File: src/rtl/uart_pkg.sv
// Shared UART definitions: oversampling geometry, sample points and the
// receiver/transmitter state encoding.
package uart_pkg;

  // Line oversampling factor and payload size.
  localparam int OVERSAMPLE = 16;
  localparam int DATA_BITS  = 8;

  // Tick indices (within a bit) used for the three-point majority vote.
  localparam int SAMPLE_TICK_0 = 7;
  localparam int SAMPLE_TICK_1 = 8;
  localparam int SAMPLE_TICK_2 = 9;

  // State encoding kept as plain constants so older tools and the
  // transmitter can share it unchanged.
  typedef logic [2:0] uart_state_t;

  localparam uart_state_t ST_IDLE   = 3'd0;
  localparam uart_state_t ST_START  = 3'd1;
  localparam uart_state_t ST_DATA   = 3'd2;
  localparam uart_state_t ST_PARITY = 3'd3;
  localparam uart_state_t ST_STOP   = 3'd4;

endpackage

File: src/rtl/uart_baud_tick.sv
// Oversampling tick generator: one-cycle tick every OVERSAMPLE_DIV clocks.
// A restart pulse realigns the divider so that the first tick follows the
// restart on the very next cycle, phase-locking the tick grid to the start
// edge of a frame.
module uart_baud_tick #(
  parameter int OVERSAMPLE_DIV = 27
) (
  input  logic clock,
  input  logic reset,
  input  logic restart,
  output logic tick
);

  localparam int CNT_W = (OVERSAMPLE_DIV > 2) ? $clog2(OVERSAMPLE_DIV) : 1;
  localparam logic [CNT_W-1:0] CNT_LAST = CNT_W'(OVERSAMPLE_DIV - 1);

  logic [CNT_W-1:0] div_cnt;

  // Free-running modulo-OVERSAMPLE_DIV counter, cleared on restart.
  always_ff @(posedge clock or posedge reset) begin
    if (reset) begin
      div_cnt <= '0;
    end else if (restart || (div_cnt == CNT_LAST)) begin
      div_cnt <= '0;
    end else begin
      div_cnt <= div_cnt + 1'b1;
    end
  end

  // Tick is high for the single cycle in which the counter sits at zero.
  assign tick = (div_cnt == '0);

endmodule

File: src/rtl/uart_rx_core.sv
// UART receiver: 8 data bits, optional parity, one stop bit, 16x
// oversampling with a 3-point majority vote per bit. Received bytes are
// offered on a valid/ready handshake together with framing and parity
// flags; a frame that completes while the previous byte is still pending
// is dropped and reported with a one-cycle overrun pulse.
module uart_rx_core
  import uart_pkg::*;
#(
  parameter int OVERSAMPLE_DIV = 27,
  parameter bit PARITY_EN      = 1'b0,
  parameter bit PARITY_ODD     = 1'b0
) (
  input  logic                 clock,
  input  logic                 reset,
  input  logic                 Rx,
  input  logic                 Rx_ready,
  output logic [DATA_BITS-1:0] Rx_data,
  output logic                 Rx_valid,
  output logic                 frame_error,
  output logic                 parity_error,
  output logic                 overrun,
  output logic                 Rx_Busy
);

  localparam int TICK_W = $clog2(OVERSAMPLE);
  localparam int BIT_W  = $clog2(DATA_BITS);

  localparam logic [TICK_W-1:0] TICK_S0  = TICK_W'(SAMPLE_TICK_0);
  localparam logic [TICK_W-1:0] TICK_S1  = TICK_W'(SAMPLE_TICK_1);
  localparam logic [TICK_W-1:0] TICK_S2  = TICK_W'(SAMPLE_TICK_2);
  localparam logic [TICK_W-1:0] TICK_END = TICK_W'(OVERSAMPLE - 1);
  localparam logic [BIT_W-1:0]  BIT_LAST = BIT_W'(DATA_BITS - 1);

  // Two-out-of-three vote over the samples taken at ticks 7, 8 and 9.
  function automatic logic majority3(input logic a, input logic b, input logic c);
    return (a & b) | (a & c) | (b & c);
  endfunction

  // Parity bit the transmitter should have sent for this payload.
  function automatic logic expected_parity(input logic [DATA_BITS-1:0] d);
    return (^d) ^ PARITY_ODD;
  endfunction

  // Line synchronizer and edge detector.
  logic rx_sync_p0;
  logic rx_sync_p1;
  logic rx_prev;

  // Frame control state.
  uart_state_t       state;
  uart_state_t       state_nx;
  logic [TICK_W-1:0] tick_cnt;
  logic [TICK_W-1:0] tick_cnt_nx;
  logic [BIT_W-1:0]  bit_cnt;
  logic [BIT_W-1:0]  bit_cnt_nx;
  logic              par_err_q;
  logic              par_err_nx;

  // Bit recovery datapath.
  logic                 samp_a;
  logic                 samp_b;
  logic [DATA_BITS-1:0] shift_q;

  // Decoded events.
  logic tick;
  logic restart;
  logic fall_edge;
  logic at_decide;
  logic at_end;
  logic bit_val;
  logic frame_done;

  uart_baud_tick #(
    .OVERSAMPLE_DIV(OVERSAMPLE_DIV)
  ) u_baud_tick (
    .clock  (clock),
    .reset  (reset),
    .restart(restart),
    .tick   (tick)
  );

  // Bring the asynchronous line into the clock domain; idle level is 1 so
  // reset never fabricates a start edge.
  always_ff @(posedge clock or posedge reset) begin
    if (reset) begin
      rx_sync_p0 <= 1'b1;
      rx_sync_p1 <= 1'b1;
      rx_prev    <= 1'b1;
    end else begin
      rx_sync_p0 <= Rx;
      rx_sync_p1 <= rx_sync_p0;
      rx_prev    <= rx_sync_p1;
    end
  end

  assign fall_edge  = rx_prev & ~rx_sync_p1;
  assign at_decide  = tick & (tick_cnt == TICK_S2);
  assign at_end     = tick & (tick_cnt == TICK_END);
  assign bit_val    = majority3(samp_a, samp_b, rx_sync_p1);
  assign restart    = (state == ST_IDLE) & fall_edge;
  assign frame_done = (state == ST_STOP) & at_decide;

  // Frame sequencing: the tick counter walks 0..15 inside each bit and the
  // state advances on the last tick, except STOP which finishes at the
  // decision tick so a back-to-back start bit is never missed.
  always_comb begin
    state_nx    = state;
    tick_cnt_nx = tick_cnt;
    bit_cnt_nx  = bit_cnt;
    par_err_nx  = par_err_q;

    if ((state != ST_IDLE) && tick) begin
      tick_cnt_nx = tick_cnt + 1'b1;
    end

    case (state)
      ST_IDLE: begin
        if (fall_edge) begin
          state_nx    = ST_START;
          tick_cnt_nx = '0;
          bit_cnt_nx  = '0;
          par_err_nx  = 1'b0;
        end
      end
      ST_START: begin
        // A start bit that votes high was only a glitch.
        if (at_decide && bit_val) begin
          state_nx = ST_IDLE;
        end else if (at_end) begin
          state_nx = ST_DATA;
        end
      end
      ST_DATA: begin
        if (at_end) begin
          bit_cnt_nx = bit_cnt + 1'b1;
          if (bit_cnt == BIT_LAST) begin
            state_nx = PARITY_EN ? ST_PARITY : ST_STOP;
          end
        end
      end
      ST_PARITY: begin
        if (at_decide) begin
          par_err_nx = bit_val ^ expected_parity(shift_q);
        end
        if (at_end) begin
          state_nx = ST_STOP;
        end
      end
      ST_STOP: begin
        if (at_decide) begin
          state_nx = ST_IDLE;
        end
      end
      default: begin
        state_nx = ST_IDLE;
      end
    endcase
  end

  // Control registers; an asserted reset abandons any partial frame.
  always_ff @(posedge clock or posedge reset) begin
    if (reset) begin
      state     <= ST_IDLE;
      tick_cnt  <= '0;
      bit_cnt   <= '0;
      par_err_q <= 1'b0;
    end else begin
      state     <= state_nx;
      tick_cnt  <= tick_cnt_nx;
      bit_cnt   <= bit_cnt_nx;
      par_err_q <= par_err_nx;
    end
  end

  // Capture the vote samples and shift data bits in LSB first; every frame
  // overwrites the whole shifter, so no reset is needed here.
  always_ff @(posedge clock) begin
    if (tick && (tick_cnt == TICK_S0)) begin
      samp_a <= rx_sync_p1;
    end
    if (tick && (tick_cnt == TICK_S1)) begin
      samp_b <= rx_sync_p1;
    end
    if ((state == ST_DATA) && at_decide) begin
      shift_q <= {bit_val, shift_q[DATA_BITS-1:1]};
    end
  end

  // Output handshake: load on completion when the slot is free (or being
  // freed this cycle), otherwise drop the frame and flag the overrun.
  always_ff @(posedge clock or posedge reset) begin
    if (reset) begin
      Rx_data      <= '0;
      Rx_valid     <= 1'b0;
      frame_error  <= 1'b0;
      parity_error <= 1'b0;
      overrun      <= 1'b0;
    end else begin
      overrun <= frame_done & Rx_valid & ~Rx_ready;
      if (frame_done && (!Rx_valid || Rx_ready)) begin
        Rx_data      <= shift_q;
        Rx_valid     <= 1'b1;
        frame_error  <= ~bit_val;
        parity_error <= PARITY_EN & par_err_q;
      end else if (Rx_valid && Rx_ready) begin
        Rx_valid <= 1'b0;
      end
    end
  end

  assign Rx_Busy = (state != ST_IDLE);

endmodule

File: config.mk
export PLATFORM = sky130hd
export DESIGN_NAME = uart_rx_core
export DESIGN_NICKNAME = d
export VERILOG_FILES = /design/src/rtl/uart_pkg.sv /design/src/rtl/uart_baud_tick.sv /design/src/rtl/uart_rx_core.sv
export SDC_FILE = /design/constraint.sdc
export NUM_CORES = 1
export LEC_CHECK = 0
export CORE_MARGIN = 2
export CORE_UTILIZATION = 30
export CTS_BUF_LIST = sky130_fd_sc_hd__clkbuf_8
export DETAILED_ROUTE_END_ITERATION = 16
export GPL_TIMING_DRIVEN = 0
export PLACE_DENSITY_LB_ADDON = 0.15
export SLEW_MARGIN = 20
export SYNTH_ARGS = -nofsm -noshare
export SYNTH_HDL_FRONTEND = slang
export SYNTH_HIERARCHICAL = 1
export SYNTH_SLANG_ARGS = --single-unit
File: constraint.sdc
create_clock -name clock -period 5.3 [get_ports clock]
set_input_delay 0.53 -clock clock [delete_from_list [all_inputs] [get_ports clock]]
set_output_delay 0.53 -clock clock [all_outputs]
set_load 0.02 [all_outputs]
Yosys cells after proc, flatten, opt, wreduce, memory -nomap -nowiden

Index checks and enable logic that the tools add are counted.

Input bits: 4
ROM bits: 0
Memories: 0
Flip-flop bits (word level): 39
Output and inout bits: 13
Word-level logic and storage cells: 82
Latch bits: 0
RAM bits: 0

Order comparisons: 0
Divide/modulo/power cells: 0
Multipliers: 0
Shifts and indexed selects: 0
Reduce and logical (&&, ||, !) cells: 17
Bitwise gates (word level): 15
$add $sub $neg: 3
Eq/ne operators: 16
Mux-type cells: 17

Operator list:

| cell                  | count |
|---|---|
| $mux W3               | 9 |
| $pmux W3 S5           | 1 |
| $eq A4 B4 Y1 const B  | 3 |
| $mux W4               | 3 |
| $and A1 B1 Y1         | 10 |
| $ne A2 B2 Y1 const B  | 5 |
| $logic_and A1 B1 Y1   | 7 |
| $eq A3 B2 Y1 const B  | 2 |
| $eq A3 B3 Y1 const B  | 2 |
| $pmux W3 S2           | 1 |
| $reduce_and A6 Y1     | 1 |
| $add A5 B1 Y5 const B | 1 |
| $eq A5 B5 Y1 const B  | 1 |
| $logic_not A5 Y1      | 1 |
| $mux W5               | 1 |
| $add A4 B1 Y4 const B | 1 |
| $eq A4 B3 Y1 const B  | 1 |
| $reduce_bool A2 Y1    | 2 |
| $add A3 B1 Y3 const B | 1 |
| $eq A3 B1 Y1 const B  | 1 |
| $logic_not A3 Y1      | 1 |
| $ne A3 B3 Y1 const B  | 1 |
| $not A1 Y1            | 3 |
| $reduce_and A3 Y1     | 1 |
| 5 further kinds       | 8 |

Longest topological paths before layout

Gate-level depths: netlist of the first run.

Word-level depth: 6
Gate-level depth with buffers: 7
Mapped depth without buffers: 6

By module

The synthesis of the first run kept the hierarchy.

By module, submodules not included:

| module         | sequential area each (um^2) | area each (um^2) | times used | cells each |
|---|---|---|---|---|
| uart_rx_core   | 904.6                       | 1426.4           | 1          | 101 |
| uart_baud_tick | 125.1                       | 301.5            | 1          | 25 |

Worst setup path before layout of the first run

OpenSTA, ideal clock, no wires.

Path kind: reg2reg
Start point: register u_baud_tick.div_cnt[0]
End point: register shift_q[0], enable pin
Cell stages (with the launch flop): 7
Data arrival time: 1.987 ns
Data required time: 4.915 ns
Setup slack: 2.928 ns
Path buffers: 1
Clock period less this slack: 2.372 ns
Setup time: 0.385 ns
Cell sequence: dfrtp_1 -> inv_1 -> ha_1 -> nor4b_1 -> buf_4 -> and4b_2 -> nor3b_1

Longest elaborated chain between the ends: 3

RTL lines:

| element                | line                 | RTL |
|---|---|---|
| from (decl)            | uart_baud_tick.sv:17 | `logic [CNT_W-1:0] div_cnt;` |
| from (signal assigned) | uart_baud_tick.sv:26 | `div_cnt <= div_cnt + 1'b1;` |
| $logic_not A5 Y1       | uart_baud_tick.sv:31 | `assign tick = (div_cnt == '0);` |
| net tick               | uart_rx_core.sv:65   | `logic tick;` |
| $and A1 B1 Y1          | uart_rx_core.sv:97   | `assign at_decide = tick & (tick_cnt == TICK_S2);` |
| $logic_and A1 B1 Y1    | uart_rx_core.sv:184  | `if ((state == ST_DATA) && at_decide) begin` |
| to (signal assigned)   | uart_rx_core.sv:185  | `shift_q <= {bit_val, shift_q[DATA_BITS-1:1]};` |
| to (decl)              | uart_rx_core.sv:62   | `logic [DATA_BITS-1:0] shift_q;` |

The timed path passes the listed nets, and every way through them passes these cells.
A chain may end at the register's enable or synchronous reset.

Final worst setup path of the first run

Start point: register state[0]
End point: output port Rx_Busy

Longest elaborated chain between the ends: 1

RTL lines:

| element                | line                | RTL |
|---|---|---|
| from (decl)            | uart_rx_core.sv:50  | `uart_state_t state;` |
| from (signal assigned) | uart_rx_core.sv:168 | `state <= state_nx;` |
| $reduce_bool A3 Y1     | uart_rx_core.sv:211 | `assign Rx_Busy = (state != ST_IDLE);` |
| to (decl)              | uart_rx_core.sv:22  | `output logic Rx_Busy` |

Every way passes these cells.

==> results.json, run 1 <==
{
  "gr-total-overflow": 0,
  "antenna_found_initial": 0,
  "io_buffers": 15,
  "start_kind": "flip-flop",
  "finalCritPeriodShare_pct": 45.4,
  "synth_cells": 126,
  "ys_types": 42,
  "instances_no_fill": 221,
  "final_layout_size_suffix_gt1_share_pct": 24.8,
  "placed_cell_area_sq_mm": 0.00197,
  "h-tree-depth": 2,
  "synth.most_common_cell": "dfrtp_1",
  "syn_area_sq_mm": 0.00173,
  "cts_root_buf": "clkbuf_8",
  "whs_ns": 0.360,
  "drt_iter0_markers": 27,
  "p_per_area_mw_per_mm2": 385,
  "cp-end-kind": "output pin",
  "p_int_mw": 0.594,
  "antenna_cells": 0,
  "timing.final.ws_setup_ns": 2.89,
  "clockBufferDepth": 2,
  "clk_latency_ns": 0.30,
  "p_leak_nw": 0.898,
  "place_inst": 213,
  "max_cap_violations": 0,
  "yosysWarnings": 6,
  "yosysTopAreaCell": "dfrtp_1",
  "post_cts_resized": 0,
  "max_freq_mhz": 415,
  "area_delta_synth_final_pct": 22.3,
  "cts_tree": "built",
  "nFillCells": 564,
  "fin_skew_ns": 0.00994,
  "vias": 1035,
  "combPwrFrac_pct": 16.3,
  "setup_tns_ns": 0,
  "p_sw_share_pct": 27.0,
  "ys_async_sr_fraction_pct": 74.4,
  "syn_area_per_cell_sq_um": 13.7,
  "rsz0062_at_grt": "false",
  "start_util_pct": 31.2,
  "postSynthRegisterBits": 39,
  "synth_top_area_share_pct": 37.7,
  "dp_slack_ns": 2.88,
  "grt_pass1_vias": 1042,
  "die_w_microns": 79.9,
  "postCtsSetupRepairBufs": 0,
  "routed_via_density": 4.68,
  "finalWeightedCongestion": 0.778,
  "yosysSeqAreaShare_pct": 59.6,
  "drv_slew": 0,
  "pin_count": 17,
  "die_h_microns": 79.9,
  "crit_required_ns": 4.77,
  "fin_util_pct": 38.1,
  "grt_usage_pct": 10.2,
  "synth_edf_count": 10,
  "finish.instance_area_sq_mm": 0.00211,
  "max-vdd-ir-drop_uv": 129,
  "p_seq_share_pct": 46.5,
  "dr.pass1.iters": 4,
  "worst_pin_slew_ns": 0.957,
  "path_class": "flip-flop to output pin",
  "drtAntennaViolNets": 0,
  "ys.flop_type": "dfrtp_1",
  "numCtsBuffers": 5,
  "synthesis.nets": 138,
  "p_switching_mw": 0.219,
  "relSlewSlack_pct": 36.1,
  "ys_top_cells_by_count": "dfrtp_1, edfxtp_1, ha_1, inv_1, mux2_2",
  "drt-wirelength-per-cell_microns": 12.7,
  "rows": 27,
  "grt_pass1_wl_mm": 4.91,
  "cts_hold_buf": 0,
  "total_power_mw": 0.813,
  "dpl.hpwl_mm": 1.98,
  "drc": 0,
  "yosys-top-cells-area": "dfrtp_1, edfxtp_1, ha_1, mux2_2, dfstp_2",
  "arrival_ns": 1.88,
  "finalNetCount": 160,
  "die-area_sq_mm": 0.00638,
  "outcome": "complete, no violations",
  "crit_fanout": 7,
  "period_minus_slack_ns": 2.41,
  "hold_viol": 0,
  "wl_mm": 2.80,
  "clock_power_share_pct": 37.3,
  "setup_viol": 0,
  "grt_max_degree": 25,
  "hp-class": "flip-flop to flip-flop",
  "clkSlewWorstSetupHoldPaths_ns": 0.08,
  "core_sq_mm": 0.00554,
  "clock-sinks": 39
}
area by class of cell:
class	instances	area, sq um	area share, %
Multi-Input combinational cell	76	654	31.0
Timing Repair Buffer	15	150	7.10
Clock buffer	5	68.8	3.26
Clock inverter	3	71.3	3.37
Buffer	2	15.0	0.710
Inverter	9	33.8	1.60
Sequential cell	39	1030	48.7
Tap cell	72	90.1	4.26
critical path, stage by stage (launching register included):
cell,delay (ns)
dfrtp_1,0.46
nor3_2,0.44
inv_2,0.12
clkdlybuf4s50_1,0.56
flip-flops by register name, indices dropped and copies added (netlist names):
signal               count
Rx_valid                 1
tick_cnt                 4
samp_b                   1
samp_a                   1
rx_sync_p1               1
overrun                  1
rx_prev                  1
frame_error              1
shift_q                  8
u_baud_tick/div_cnt      5
bit_cnt                  3
state                    3
Rx_data                  8
rx_sync_p0               1
path summary, 6_finish.rpt:
kind / startpoint / endpoint / slack (ns) / depth (start not counted)
setup / recovery: state[0] / Rx_Busy / 2.89 / 3
hold reg to reg: rx_sync_p0 / rx_sync_p1 / 0.36 / 0
min in group asynchronous: reset / u_baud_tick/div_cnt[1] / 0.46 / 2
hold / removal: rx_sync_p0 / rx_sync_p1 / 0.36 / 0
max in group asynchronous: reset / Rx_data[1] / 3.93 / 2
setup reg to reg: u_baud_tick/div_cnt[0] / shift_q[7] / 2.91 / 6
layer usage:
metal / global-route usage (%) / routed length (microns) / up-vias
li1: - / - / 499
met1: 12.1 / 1270 / 514
met2: 16.6 / 1350 / 17
met3: 3.73 / 124 / 5
met4: 4.58 / 53 / 0
met5: 0 / 0 / -
kinds of logic after synthesis:
| family | Yosys count | share of synthesized area [%] |
|---|---|---|
| AND/OR/NAND/NOR | 36 | 15.7 |
| other | 1 | 0.217 |
| flip-flops | 39 | 59.6 |
| multiplexers | 10 | 6.66 |
| buffers and inverters | 11 | 2.82 |
| XOR/XNOR | 3 | 1.52 |
| adder cells (fa/ha/maj) | 9 | 6.37 |
| AO/OA/AOI/OAI | 17 | 7.10 |
layout by cell type, fill, tap and decap left out, drive strengths merged, types with 3 or more instances in the layout:
cell type      Yosys  routed
a21oi              4       4
ha                 8       8
clkbuf             0       5
o21ai              3       3
nand4              3       3
nor3b              4       4
nand2              4       4
nor2               5       5
clkdlybuf4s50      0      15
edfxtp            10      10
dfrtp             26      26
mux2               9       9
nand3              4       4
and4b              3       3
inv                9      10
nor3               3       3
dfstp              3       3
power by group through the flow:
stage               clock network, mW  registers (mW)  logic (mW)
floorplan                           0           0.373       0.109
finish                          0.303           0.378       0.132
detailed placement                  0           0.383       0.135
CTS                             0.313           0.377       0.135
global placement                    0           0.381       0.130
global route                    0.329           0.385       0.152
(Power assumes the default switching activity.)
==> run 2: changes to the inputs <==
Clock period 5.3 ns to 2.2 ns, I/O delays scaled along.
==> run 2 against run 1 <==
Clock power grew 98%; die area is the same; design area up 1.4%; largest power group unchanged.
==> results.json, run 2 (synthesis gave the netlist of run 1 again) <==
{
  "wl_mm": 2.89,
  "drt-wirelength-per-cell_microns": 12.7,
  "nFillCells": 539,
  "core_sq_mm": 0.00554,
  "slowest_stage": "dfrtp_1",
  "setup_viol": 0,
  "p_per_area_mw_per_mm2": 866,
  "p_leak_nw": 0.933,
  "path_class": "flip-flop to flip-flop",
  "max-vdd-ir-drop_uv": 407,
  "finalCritPeriodShare_pct": 95.0,
  "clk_latency_ns": 0.29,
  "grt_usage_pct": 10.4,
  "routed_via_density": 4.57,
  "grt_max_degree": 25,
  "r2r_end": "shift_q[0]",
  "start_util_pct": 31.2,
  "top_regs": "Rx_data: 8 flops, shift_q: 8 flops, u_baud_tick/div_cnt: 5 flops",
  "use_met1_pct": 12.5,
  "drc": 0,
  "finish.instance_area_sq_mm": 0.00214,
  "grt_use_met3_pct": 3.51,
  "drtAntennaViolNets": 0,
  "cp-end-kind": "flip-flop",
  "cts_hold_buf": 0,
  "arrival_ns": 2.10,
  "drt_iter0_markers": 38,
  "max_cap_violations": 0,
  "worst_pin_slew_ns": 0.965,
  "relSlewSlack_pct": 35.6,
  "ff2ff_setup_slack_ns": 0.11,
  "clockBufferDepth": 2,
  "dpl.hpwl_mm": 1.96,
  "cts_tree": "built",
  "drv_slew": 0,
  "antenna_found_initial": 0,
  "dr.pass1.iters": 3,
  "dp_slack_ns": -0.189,
  "start_kind": "flip-flop",
  "worst_path_largest_cell_delay_ns": 0.43,
  "final_layout_size_suffix_gt1_share_pct": 27.1,
  "io_buffers": 15,
  "top_usage_layer": "met2",
  "r2r_start": "u_baud_tick/div_cnt[0]",
  "finalNetCount": 166,
  "finalWeightedCongestion": 0.749,
  "final_common_cell": "dfrtp_1",
  "path_cells": "inv_1 -> ha_1 -> nor4b_1 -> buf_4 -> and4b_2 -> nor3b_4 -> buf_4",
  "crit_fanout": 6,
  "total_power_mw": 1.85,
  "gr-total-overflow": 0,
  "area_delta_synth_final_pct": 24.0,
  "hp-class": "primary input to async pin",
  "clock-sinks": 39,
  "h-tree-depth": 2,
  "grt_pass1_vias": 1091,
  "rr_worst_depth": 7,
  "antenna_cells": 0,
  "die_h_microns": 79.9,
  "timing.final.ws_setup_ns": 0.111,
  "fin_skew_ns": 0.00794,
  "die-area_sq_mm": 0.00638,
  "clkSlewWorstSetupHoldPaths_ns": 0.08,
  "placed_cell_area_sq_mm": 0.00197,
  "layout_common_cells": "dfrtp_1, clkdlybuf4s50_1, edfxtp_1",
  "vias": 1038,
  "grt_pass1_wl_mm": 5.04,
  "hold_viol": 0,
  "rows": 27,
  "numCtsBuffers": 5,
  "die_w_microns": 79.9,
  "rsz0062_at_grt": "false",
  "outcome": "complete, no violations",
  "max_freq_mhz": 479,
  "crit_required_ns": 2.21,
  "cpMostUsedCell": "buf_4",
  "cts_root_buf": "clkbuf_8",
  "period_minus_slack_ns": 2.09,
  "pin_count": 17,
  "use_met2_pct": 16.7
}
## run 2: cell count changes in the layout (fill, tap and decap cells not counted)
cell / previous run / this run
nor3_2: 1 / 0
nor3b_2: 1 / 0
bufinv_16: 2 / 1
clkinv_1: 0 / 1
inv_8: 1 / 0
buf_4: 2 / 8
inv_6: 0 / 1
nor3b_4: 0 / 1
nor3_4: 0 / 1
## run 2: timing repair
action                     CTS  global route
setup buffers                2             4
gates resized for setup      1             1
pin swaps                    0             1
setup endpoints to repair    8            15
## run 2: layout make-up
cell class	count	area [sq um]	area share [%]
Buffer	2	15.0	0.701
Clock buffer	5	68.8	3.21
Clock inverter	3	42.5	1.99
Inverter	9	33.8	1.58
Multi-Input combinational cell	76	667	31.1
Sequential cell	39	1030	48.1
Tap cell	72	90.1	4.21
Timing Repair Buffer	21	195	9.11
## run 2: worst max path at each step
stage	start	endpoint	slack (ns)	depth (start not counted)
finish	u_baud_tick/div_cnt[0]	shift_q[0]	0.11	7
global route	u_baud_tick/div_cnt[0]	shift_q[0]	0.0005	7
CTS	state[0]	Rx_Busy	0.07	3
detailed placement	u_baud_tick/div_cnt[0]	shift_q[3]	-0.19	6
global placement	u_baud_tick/div_cnt[0]	shift_q[3]	-0.22	6
floorplan	u_baud_tick/div_cnt[0]	shift_q[0]	0.12	6
## run 2: stage by stage
step	hold WS, ns	utilization, %	std cells	setup TNS [ns]
6_report	0.144	38.7	227	0
5_1_grt	0.168	38.7	227	0
4_1_cts	0.155	38.0	223	0
3_5_place_dp	0.353	35.6	213	-1.51
3_3_place_gp	0.345	35.6	213	-1.72
2_1_floorplan	-0.00148	-	126	0
## run 2: critical path, delay by kind of cell (launching register included)
| kind | cells | cell delay, ns |
|---|---|---|
| simple gates | 3 | 0.75 |
| buf+inv | 3 | 0.47 |
| flops | 1 | 0.43 |
| fa+ha+maj | 1 | 0.14 |
## run 2: metal layers
| layer | up-vias | part of all wire (%) |
|---|---|---|
| li1 | 510 | - |
| met1 | 507 | 47 |
| met2 | 16 | 47 |
| met3 | 5 | 4.2 |
| met4 | 0 | 1.5 |
| met5 | - | 0 |
## run 2: power breakdown
part | leakage [nW] | internal, mW | switching, mW
clock network | 0.0562 | 0.338 | 0.262
registers | 0.465 | 0.813 | 0.102
logic | 0.412 | 0.177 | 0.164
==> run 3: changes to the inputs <==
Settings changed: PLACE_DENSITY set to 0.47, PLACE_DENSITY_LB_ADDON 0.15 to not set.
==> run 3 against run 2 <==
Count of clock-buffer cells in the layout unchanged; fmax increased by 0.34%; sequential share of layout area decreased by 0.69 points; combinational power increased by 19%; via count increased by 4.1%; core utilization increased by 0.56 points; power increased by 2.4%; routed wire length increased by 6.7%.
==> results.json, run 3 (synthesis gave the netlist of run 1 again) <==
{
  "outcome": "complete, no violations",
  "cp.depth": 7,
  "wl_met1_mm": 1.46,
  "start_util_pct": 31.2,
  "whs_ns": 0.162,
  "grt_usage_pct": 10.4,
  "period_minus_slack_ns": 2.08,
  "rr_worst_depth": 7,
  "cts_tree": "built",
  "p_per_area_mw_per_mm2": 874,
  "crit_fanout": 7,
  "io_buffers": 15,
  "finalNetCount": 168,
  "total_power_mw": 1.90,
  "clockBufferDepth": 2,
  "h-tree-depth": 2,
  "path_cells": "inv_1 -> ha_1 -> nor4b_4 -> buf_4 -> and4b_2 -> nor3b_4 -> buf_4",
  "cts_hold_buf": 0,
  "die-area_sq_mm": 0.00638,
  "layout_common_cells": "dfrtp_1, clkdlybuf4s50_1, edfxtp_1",
  "routed_via_density": 4.72,
  "core_sq_mm": 0.00554,
  "drv_slew": 0,
  "start_kind": "flip-flop",
  "gr-total-overflow": 0,
  "antenna_found_initial": 0,
  "die_h_microns": 79.9,
  "drtAntennaViolNets": 0,
  "path_class": "flip-flop to flip-flop",
  "cts_root_buf": "clkbuf_8",
  "drt-wirelength-per-cell_microns": 13.5,
  "worst_path_largest_cell_delay_ns": 0.41,
  "place_inst": 213,
  "drt_iter0_markers": 28,
  "grt_max_degree": 25,
  "dpl.hpwl_mm": 2.03,
  "clock-sinks": 39,
  "setup_tns_ns": 0,
  "r2r_start": "u_baud_tick/div_cnt[0]",
  "dr.pass1.iters": 4,
  "highest_layer": "met4",
  "vias": 1081,
  "top_regs": "Rx_data: 8 flops, shift_q: 8 flops, u_baud_tick/div_cnt: 5 flops",
  "relSlewSlack_pct": 37.5,
  "cp_top_family": "simple AND/OR/NAND/NOR gates",
  "clkSlewWorstSetupHoldPaths_ns": 0.07,
  "finalWeightedCongestion": 0.789,
  "fin_skew_ns": 0.00282,
  "hp-class": "primary input to async pin",
  "die_w_microns": 79.9,
  "crit_end": "shift_q[7]",
  "critPathBufInv": 3,
  "r2r_end": "shift_q[7]",
  "arrival_ns": 2.08,
  "finalCritPeriodShare_pct": 94.6,
  "worst_pin_slew_ns": 0.936,
  "antenna_cells": 0,
  "p_leak_nw": 0.942,
  "rows": 27,
  "max-vdd-ir-drop_uv": 525,
  "met3WireLength_microns": 111,
  "startpoint": "u_baud_tick/div_cnt[0]",
  "rsz0062_at_grt": "true",
  "wl_mm": 3.08,
  "nFillCells": 568,
  "clk_latency_ns": 0.28,
  "numCtsBuffers": 5,
  "pin_count": 17,
  "ff2ff_setup_slack_ns": 0.12,
  "grt_pass1_vias": 1108,
  "drc": 0,
  "cp-end-kind": "flip-flop",
  "cpMostUsedCell": "buf_4",
  "grt_pass1_wl_mm": 5.09,
  "setup_viol": 0,
  "final_common_cell": "dfrtp_1",
  "instances_no_fill": 229,
  "hold_viol": 0,
  "slowest_stage": "dfrtp_1",
  "area_delta_synth_final_pct": 25.8,
  "final_layout_size_suffix_gt1_share_pct": 28.7,
  "wl_met2_mm": 1.47,
  "max_freq_mhz": 480,
  "crit_required_ns": 2.20,
  "max_cap_violations": 0
}
run 3: report_power, final:
| part | internal, mW | switching, mW |
|---|---|---|
| Sequential | 0.813 | 0.107 |
| Combinational | 0.223 | 0.183 |
| Clock | 0.332 | 0.242 |
run 3: worst register-to-register path: cells and delay by family, from the launching register on:
kind / cells / cell delay, ns
buffers and inverters: 3 / 0.45
flip-flops: 1 / 0.41
adder cells (fa/ha/maj): 1 / 0.16
AND/OR/NAND/NOR: 3 / 0.77
run 3: worst min-delay path by stage:
stage / cells after the start / start / slack, ns / to
floorplan: 1 / reset / -0.001 / u_baud_tick/div_cnt[0]
global placement: 0 / rx_sync_p0 / 0.35 / rx_sync_p1
detailed placement: 0 / rx_sync_p0 / 0.35 / rx_sync_p1
CTS: 2 / reset / 0.16 / u_baud_tick/div_cnt[0]
global route: 2 / reset / 0.18 / u_baud_tick/div_cnt[1]
finish: 2 / reset / 0.16 / u_baud_tick/div_cnt[0]
run 3: timing repair:
action	CTS	global route
gates cloned	0	1
pin swaps	0	1
buffers inserted	2	5
endpoints found under the setup margin	11	17
gates resized for setup	2	2
run 3: per-layer routing:
layer | global-route usage [%] | vias up
li1 | - | 520
met1 | 12.8 | 539
met2 | 16.6 | 18
met3 | 3.05 | 4
met4 | 5.08 | 0
met5 | 0 | -
run 3: cell type report:
type                            instances  area [sq um]  share of cell area [%]
Tap cell                               72          90.1                    4.15
Multi-Input combinational cell         77           694                    32.0
Clock buffer                            5          68.8                    3.17
Buffer                                  2          15.0                   0.691
Inverter                                9          33.8                    1.55
Timing Repair Buffer                   22           203                    9.33
Clock inverter                          3          38.8                    1.78
Sequential cell                        39          1030                    47.4
run 3: through the flow:
| stage | util (%) | setup WS [ns] | cell area, sq um |
|---|---|---|---|
| after floorplan | - | 0.116 | 1730 |
| after global placement | 35.6 | -0.241 | 1970 |
| after detailed placement | 35.6 | -0.304 | 1970 |
| after CTS | 38.1 | 0.0715 | 2110 |
| after global routing | 39.2 | -0.0281 | 2170 |
| final | 39.2 | 0.118 | 2170 |
